**src/rtl/hilo_acc_pkg.sv**
```systemverilog
// rtl/hilo_acc_pkg.sv - funct codes, divider FSM states and decoded op type for hilo_acc
package hilo_acc_pkg;

    localparam logic [5:0] F_MFHI  = 6'h10;
    localparam logic [5:0] F_MTHI  = 6'h11;
    localparam logic [5:0] F_MFLO  = 6'h12;
    localparam logic [5:0] F_MTLO  = 6'h13;
    localparam logic [5:0] F_MULT  = 6'h18;
    localparam logic [5:0] F_MULTU = 6'h19;
    localparam logic [5:0] F_DIV   = 6'h1A;
    localparam logic [5:0] F_DIVU  = 6'h1B;

    localparam logic [5:0] F_MADD  = 6'h00;
    localparam logic [5:0] F_MADDU = 6'h01;
    localparam logic [5:0] F_MSUB  = 6'h04;
    localparam logic [5:0] F_MSUBU = 6'h05;

    typedef enum logic [1:0] {IDLE, BUSY, FIX} div_state_t;

    typedef enum logic [3:0] {
        OP_NONE, OP_MFHI, OP_MTHI, OP_MFLO, OP_MTLO, OP_MULT,
        OP_DIV, OP_DIVU, OP_MADD, OP_MADDU, OP_MSUB, OP_MSUBU
    } acc_op_t;

    function automatic logic [31:0] neg_if(input logic [31:0] v, input logic neg);
        return neg ? (~v + 32'd1) : v;
    endfunction

endpackage

```
**src/rtl/hilo_acc_if.sv**
```systemverilog
// rtl/hilo_acc_if.sv - execute-stage request/response bundle for the HI/LO accumulator
interface hilo_acc_if;
    logic        ACCEn;
    logic        MULOp;
    logic        MULSelB;
    logic [5:0]  Func;
    logic [31:0] A;
    logic [31:0] B;
    logic [63:0] MULout;
    logic [31:0] ACCout;
    logic        ACCO;
    logic        ACCZ;
    logic        ACCN;
    logic        ACCC;
    logic        Stall;

    modport master (
        output ACCEn, MULOp, MULSelB, Func, A, B, MULout,
        input  ACCout, ACCO, ACCZ, ACCN, ACCC, Stall
    );

    modport slave (
        input  ACCEn, MULOp, MULSelB, Func, A, B, MULout,
        output ACCout, ACCO, ACCZ, ACCN, ACCC, Stall
    );
endinterface

```
**src/rtl/hilo_acc_div_iter.sv**
```systemverilog
// rtl/hilo_acc_div_iter.sv - unsigned 32-bit restoring divider, one quotient bit per step
module div_iter (
    input  logic        clk,
    input  logic        rst,
    input  logic        start,
    input  logic        step,
    input  logic [31:0] dividend,
    input  logic [31:0] divisor,
    output logic        done,
    output logic [31:0] quotient,
    output logic [31:0] remainder
);
    logic [31:0] rem_q;
    logic [31:0] quo_q;
    logic [31:0] dvs_q;
    logic [4:0]  cnt_q;
    logic [32:0] shifted;
    logic [32:0] trial;

    // trial[32] is the borrow: set when the shifted remainder is below the divisor
    always_comb begin
        shifted = {rem_q, quo_q[31]};
        trial   = shifted - {1'b0, dvs_q};
    end

    always_ff @(posedge clk or posedge rst) begin
        if (rst) begin
            rem_q <= '0;
            quo_q <= '0;
            dvs_q <= '0;
            cnt_q <= '0;
        end else if (start) begin
            rem_q <= '0;
            quo_q <= dividend;
            dvs_q <= divisor;
            cnt_q <= '0;
        end else if (step) begin
            if (!trial[32]) begin
                rem_q <= trial[31:0];
                quo_q <= {quo_q[30:0], 1'b1};
            end else begin
                rem_q <= shifted[31:0];
                quo_q <= {quo_q[30:0], 1'b0};
            end
            cnt_q <= cnt_q + 5'd1;
        end
    end

    assign done      = step && (cnt_q == 5'd31);
    assign quotient  = quo_q;
    assign remainder = rem_q;
endmodule

```
**src/rtl/hilo_acc.sv**
```systemverilog
// rtl/hilo_acc.sv - HI/LO registers, multiply-accumulate, flags, stall and iterative divide control
import hilo_acc_pkg::*;

module hilo_acc (
    input  logic      clk,
    input  logic      rst,
    hilo_acc_if.slave bus
);
    div_state_t  state_q, state_d;
    acc_op_t     op;
    logic [31:0] hi_q, lo_q;
    logic        neg_a_q, neg_b_q, by_zero_q;
    logic [63:0] acc, next_val;
    logic [64:0] sum, diff;
    logic        go, wr, start, div_signed, div_done;
    logic [31:0] out_w;
    logic        flag_o, flag_z, flag_n, flag_c;
    logic [31:0] quotient, remainder, q_fix, r_fix;

    // Move-to codes are only meaningful on the A source path (MULSelB low)
    always_comb begin
        op = OP_NONE;
        if (bus.ACCEn) begin
            if (bus.MULOp) begin
                case (bus.Func)
                    F_MADD:  op = OP_MADD;
                    F_MADDU: op = OP_MADDU;
                    F_MSUB:  op = OP_MSUB;
                    F_MSUBU: op = OP_MSUBU;
                    default: op = OP_NONE;
                endcase
            end else begin
                case (bus.Func)
                    F_MFHI:          op = OP_MFHI;
                    F_MFLO:          op = OP_MFLO;
                    F_MTHI:          op = bus.MULSelB ? OP_NONE : OP_MTHI;
                    F_MTLO:          op = bus.MULSelB ? OP_NONE : OP_MTLO;
                    F_MULT, F_MULTU: op = OP_MULT;
                    F_DIV:           op = OP_DIV;
                    F_DIVU:          op = OP_DIVU;
                    default:         op = OP_NONE;
                endcase
            end
        end
    end

    assign go        = (op != OP_NONE) && (state_q == IDLE);
    assign bus.Stall = (op != OP_NONE) && (state_q != IDLE);

    always_comb begin
        acc      = {hi_q, lo_q};
        sum      = {1'b0, acc} + {1'b0, bus.MULout};
        diff     = {1'b0, acc} - {1'b0, bus.MULout};
        next_val = acc;
        wr       = 1'b0;
        start    = 1'b0;
        out_w    = '0;
        flag_o   = 1'b0;
        flag_z   = 1'b0;
        flag_n   = 1'b0;
        flag_c   = 1'b0;
        if (go) begin
            case (op)
                OP_MFHI: begin out_w = hi_q; flag_z = (hi_q == '0); flag_n = hi_q[31]; end
                OP_MFLO: begin out_w = lo_q; flag_z = (lo_q == '0); flag_n = lo_q[31]; end
                OP_MTHI: begin next_val = {bus.A, lo_q}; wr = 1'b1; end
                OP_MTLO: begin next_val = {hi_q, bus.A}; wr = 1'b1; end
                OP_MULT: begin next_val = bus.MULout; wr = 1'b1; end
                OP_MADD, OP_MADDU: begin
                    next_val = sum[63:0];
                    wr       = 1'b1;
                    flag_c   = (op == OP_MADDU) && sum[64];
                    flag_o   = (op == OP_MADD) && (acc[63] == bus.MULout[63]) && (sum[63] != acc[63]);
                end
                OP_MSUB, OP_MSUBU: begin
                    next_val = diff[63:0];
                    wr       = 1'b1;
                    flag_c   = (op == OP_MSUBU) && diff[64];
                    flag_o   = (op == OP_MSUB) && (acc[63] != bus.MULout[63]) && (diff[63] != acc[63]);
                end
                OP_DIV, OP_DIVU: start = 1'b1;
                default: ;
            endcase
            if (wr) begin
                out_w  = next_val[31:0];
                flag_z = (next_val == '0);
                flag_n = next_val[63];
            end
        end
    end

    assign bus.ACCout = out_w;
    assign bus.ACCO   = flag_o;
    assign bus.ACCZ   = flag_z;
    assign bus.ACCN   = flag_n;
    assign bus.ACCC   = flag_c;

    assign div_signed = (op == OP_DIV);

    div_iter u_div (
        .clk       (clk),
        .rst       (rst),
        .start     (start),
        .step      (state_q == BUSY),
        .dividend  (neg_if(bus.A, div_signed && bus.A[31])),
        .divisor   (neg_if(bus.B, div_signed && bus.B[31])),
        .done      (div_done),
        .quotient  (quotient),
        .remainder (remainder)
    );

    // With a zero divisor the remainder is |A|, so the sign fix restores raw A into HI
    assign q_fix = by_zero_q ? 32'hFFFF_FFFF : neg_if(quotient, neg_a_q ^ neg_b_q);
    assign r_fix = neg_if(remainder, neg_a_q);

    always_ff @(posedge clk or posedge rst) begin
        if (rst) state_q <= IDLE;
        else     state_q <= state_d;
    end

    always_comb begin
        state_d = state_q;
        case (state_q)
            IDLE:    if (start) state_d = BUSY;
            BUSY:    if (div_done) state_d = FIX;
            FIX:     state_d = IDLE;
            default: state_d = IDLE;
        endcase
    end

    always_ff @(posedge clk or posedge rst) begin
        if (rst) begin
            hi_q      <= '0;
            lo_q      <= '0;
            neg_a_q   <= 1'b0;
            neg_b_q   <= 1'b0;
            by_zero_q <= 1'b0;
        end else begin
            if (wr) begin
                hi_q <= next_val[63:32];
                lo_q <= next_val[31:0];
            end else if (state_q == FIX) begin
                hi_q <= r_fix;
                lo_q <= q_fix;
            end
            if (start) begin
                neg_a_q   <= div_signed && bus.A[31];
                neg_b_q   <= div_signed && bus.B[31];
                by_zero_q <= (bus.B == '0);
            end
        end
    end
endmodule
```
**src/flat_wrapper.sv**
```systemverilog
// flat-port wrapper written by rule: the top's interface ports become plain ports
module hilo_acc_flat 
  (clk, rst, bus_ACCEn, bus_MULOp, bus_MULSelB, bus_Func, bus_A, bus_B, bus_MULout, bus_ACCout, bus_ACCO, bus_ACCZ, bus_ACCN, bus_ACCC, bus_Stall);
  hilo_acc_if bus_i ();
  input  logic clk;
  input  logic rst;
  input wire logic [$bits(bus_i.ACCEn)-1:0] bus_ACCEn;
  input wire logic [$bits(bus_i.MULOp)-1:0] bus_MULOp;
  input wire logic [$bits(bus_i.MULSelB)-1:0] bus_MULSelB;
  input wire logic [$bits(bus_i.Func)-1:0] bus_Func;
  input wire logic [$bits(bus_i.A)-1:0] bus_A;
  input wire logic [$bits(bus_i.B)-1:0] bus_B;
  input wire logic [$bits(bus_i.MULout)-1:0] bus_MULout;
  output wire logic [$bits(bus_i.ACCout)-1:0] bus_ACCout;
  output wire logic [$bits(bus_i.ACCO)-1:0] bus_ACCO;
  output wire logic [$bits(bus_i.ACCZ)-1:0] bus_ACCZ;
  output wire logic [$bits(bus_i.ACCN)-1:0] bus_ACCN;
  output wire logic [$bits(bus_i.ACCC)-1:0] bus_ACCC;
  output wire logic [$bits(bus_i.Stall)-1:0] bus_Stall;
  assign bus_i.ACCEn = bus_ACCEn;
  assign bus_i.MULOp = bus_MULOp;
  assign bus_i.MULSelB = bus_MULSelB;
  assign bus_i.Func = bus_Func;
  assign bus_i.A = bus_A;
  assign bus_i.B = bus_B;
  assign bus_i.MULout = bus_MULout;
  assign bus_ACCout = bus_i.ACCout;
  assign bus_ACCO = bus_i.ACCO;
  assign bus_ACCZ = bus_i.ACCZ;
  assign bus_ACCN = bus_i.ACCN;
  assign bus_ACCC = bus_i.ACCC;
  assign bus_Stall = bus_i.Stall;
  hilo_acc u_core (.clk(clk), .rst(rst), .bus(bus_i));
endmodule
```
**config.mk**
```make
export PLATFORM = sky130hd
export DESIGN_NAME = hilo_acc_flat
export DESIGN_NICKNAME = d
export VERILOG_FILES = /design/src/rtl/hilo_acc_pkg.sv /design/src/rtl/hilo_acc_if.sv /design/src/rtl/hilo_acc_div_iter.sv /design/src/rtl/hilo_acc.sv /design/src/flat_wrapper.sv
export SDC_FILE = /design/constraint.sdc
export NUM_CORES = 1
export LEC_CHECK = 0
export BUFFER_PORTS_ARGS = -buffer_cell sky130_fd_sc_hd__buf_2
export CORE_MARGIN = 2
export CORE_UTILIZATION = 35
export CTS_CLUSTER_SIZE = 40
export DETAILED_ROUTE_END_ITERATION = 6
export GPL_TIMING_DRIVEN = 0
export SLEW_MARGIN = 30
export SYNTH_ARGS = -nofsm -noshare
export SYNTH_HDL_FRONTEND = slang
export SYNTH_SLANG_ARGS = --single-unit
```
**constraint.sdc**
```tcl
create_clock -name clk -period 5.2 [get_ports clk]
set_input_delay 0.52 -clock clk [delete_from_list [all_inputs] [get_ports clk]]
set_output_delay 0.52 -clock clk [all_outputs]
set_load 0.05 [all_outputs]
```
==> results_dict.tcl <==
set metrics [dict create \
    cts_hold_buf 0 \
    maxSlewHeadroom_pct 27.7 \
    grt_use_total_pct 32.8 \
    drt_iter0_drc 2946 \
    grt_pass1_vias 25100 \
    cts_root_buf "clkbuf_16" \
    initial_core_util_pct 35.2 \
    power_mw 5.91 \
    grt_max_degree 94 \
    dp_hpwl_mm 90.3 \
    synth_ff_type "dfrtp_1" \
    cp-end-kind "output port" \
    period_share_pct 114 \
    synthCells 3180 \
    outcome "complete, but fails checks" \
    coreArea_sq_um 64100 \
    wl_mm 112 \
    whs_ns 0.105 \
    num_vias 26600 \
    insertion_delay_ns 0.46 \
    io_pins 176 \
    gr-total-overflow 0 \
    pre_cts_slack_ns -1.58 \
    rsz0062_at_grt "yes" \
    yosys.cell_types.count 87 \
    layout.nets 3717 \
    fmax_mhz 168 \
    antenna_left 0 \
    async_flop_share_pct 100 \
    crit_chain "ha_4 > nor3b_2 > o311ai_2 > nand3_2 > a2111o_1 > nand2_1 > xnor2_1 > a211oi_2 > and4_1 > and4_1 > nand4_1 > a2111o_1 > a2111oi_4 > nand4_1 > o32ai_4 > buf_6" \
    portBuffers 171 \
    yosysSeqAreaShare_pct 18.9 \
    synth_area_sq_um 22500 \
    power.density_nw_per_um2 221 \
    area.growth.synth_to_final_pct 18.7 \
    ir_worst_vdd_mv 0.250 \
    ys_ff_latch 170 \
    synth_edf_count 0 \
    cts_made_buffers 17 \
    setup_slack_ns -0.747 \
    drive_gt1_share_pct 16.3 \
    wl_met2_mm 47.7 \
    cts_sinks 170 \
    grt_first_pass_wirelength_mm 165 \
    synthDominantCellAreaShare_pct 18.9 \
    r2r_start "u_core.u_div.quotient[31]" \
    critical_path_class "reg -> out" \
    cp.arrival_ns 5.43 \
    critPathMaxStageDelay_ns 0.49 \
    clk_path_buf_depth 2 \
    skew_ns 0.0148 \
    critPathMaxFanout 8 \
    dr_wl_met3_mm 13.0 \
    max_cap_violations 0 \
    r2r_slack_ns 0.46 \
    r2r-end "u_core.u_div.remainder[8]" \
    hold_class "in -> async" \
    die_area_sq_um 66400 \
    worst_slew_pin_slew_ns 1.08 \
    rows 93 \
    setup_violations 2 \
    hold_viol 0 \
    clk_pin_slew_ns 0.07 \
    syn_nets 3489 \
    p_leak_nw 11.0 \
    crit_required_ns 4.68 \
    h-tree-depth 4 \
    cts_tree "done" \
    first_pass_iters 7 \
    rr_worst_depth 19 \
    cp_slowest_cell "dfrtp_2" \
    gp_congestion 1.02 \
    die_width_microns 258 \
    syn_area_per_cell_sq_um 7.09 \
    wl_met1_mm 44.5 \
    period_needed_ns 5.95 \
    fin_tns_setup_ns -0.856 \
    wl_per_cell_microns 26.3 \
    synth_commonest_cells "nand2_1 (336), a21oi_1 (319), o21ai_0 (284)" \
    route.detailed.drc 1 \
    violations "DRC, setup timing" \
    yosysMostFrequentCell "nand2_1" \
    yosys-top-cells-area "dfrtp_1 (19%), ha_1 (9.3%), a21oi_1 (7.1%)" \
    startpoint_type "flip-flop" \
    via_per_inst 6.23 \
    chipHeight_microns 258 \
    slew_viol_final 0 \
    yosysTopAreaCell "dfrtp_1" \
    dr.max_layer_used "met5" \
    ys.warnings.count 0 \
    antenna_found_initial 3 \
]
-- timing repair --
item                       CTS  global route
resized for setup          258            78
pin swaps                   67             6
buffers inserted            34            10
hold endpoints to repair     0             0
setup endpoints to repair   40            53
-- layer usage --
| layer | GRT usage (%) | vias to the layer above |
|---|---|---|
| met4 | 18.9 | 2 |
| met1 | 42.8 | 12600 |
| li1 | - | 12100 |
| met2 | 49.4 | 1559 |
| met5 | 0 | - |
| met3 | 7.95 | 327 |
-- per-stage QoR --
stage | utilization, % | area [sq um] | cells
2_1_floorplan | - | 22600 | 3180
3_3_place_gp | 38.2 | 24500 | 4206
3_5_place_dp | 38.3 | 24500 | 4208
4_1_cts | 41.2 | 26400 | 4265
5_1_grt | 41.7 | 26700 | 4276
6_report | 41.7 | 26700 | 4277
-- placed cells by master (no fill, tap or decap), types with 78 or more instances in the layout --
cell      synthesis  routed
a21oi_1         319     298
buf_2            25     189
clkbuf_1        150     110
dfrtp_1         170     137
ha_1            167     157
inv_1           192     188
nand2_1         336     336
nor2_1          262     250
nor3_1           82      78
o21ai_0         284     273
xnor2_1         123     119
-- worst max path at each step --
stage          depth (start not counted)               end  slack [ns]            start
2_1_floorplan                          1  u_core.by_zero_q        0.08              rst
3_5_place_dp                          20          bus_ACCZ       -1.58   bus_MULout[33]
3_3_place_gp                           2   u_core.hi_q[15]       -2.10              rst
4_1_cts                               19          bus_ACCZ       -0.56   u_core.lo_q[0]
5_1_grt                               20          bus_ACCZ       -0.84  u_core.lo_q[16]
6_report                              16          bus_ACCZ       -0.75   u_core.lo_q[2]
-- flip-flops by register name, indices dropped and copies added, names as in the netlist --
name / count
u_core.u_div.remainder: 32
u_core.u_div.cnt_q: 5
u_core.by_zero_q: 1
u_core.neg_b_q: 1
u_core.u_div.dvs_q: 32
u_core.state_q: 2
u_core.u_div.quotient: 32
u_core.lo_q: 32
u_core.neg_a_q: 1
u_core.hi_q: 32
-- worst max-delay path, delay by kind of cell (launching register included) --
| kind | cells | cell delay (ns) |
|---|---|---|
| adders and majority gates | 1 | 0.37 |
| buffers and inverters | 1 | 0.21 |
| and+or+nand+nor | 7 | 1.33 |
| DFF | 1 | 0.49 |
| xor gates and xnor gates | 1 | 0.11 |
| AOI/OAI and AO/OA | 6 | 2.45 |
-- power breakdown --
part | total, mW | switching (mW) | leakage (nW) | internal [mW]
Sequential | 1.79 | 0.329 | 1.95 | 1.46
Combinational | 2.85 | 1.79 | 8.75 | 1.06
Clock | 1.27 | 0.581 | 0.262 | 0.688
-- layout make-up --
class,count,area (sq um)
Clock buffer,20,457
Sequential cell,170,4300
Timing Repair Buffer,217,1240
Inverter,196,751
Multi-Input combinational cell,2619,18000
Buffer,187,851
Clock inverter,11,111
Fill cell,6780,37400
Antenna cell,2,5.00
Tap cell,855,1070
-- cell families (layout without fill, tap and decap cells) --
logic type	Yosys count	after routing	synth area share, %
and+or+nand+nor	1053	1053	22.1
AOI/OAI and AO/OA	1131	1131	32.0
xor gates and xnor gates	199	199	7.73
muxes	66	66	2.95
buffers and inverters	391	631	6.80
other	0	2	0
DFF	170	170	18.9
adders and majority gates	170	170	9.54
(Power assumes the default switching activity.)
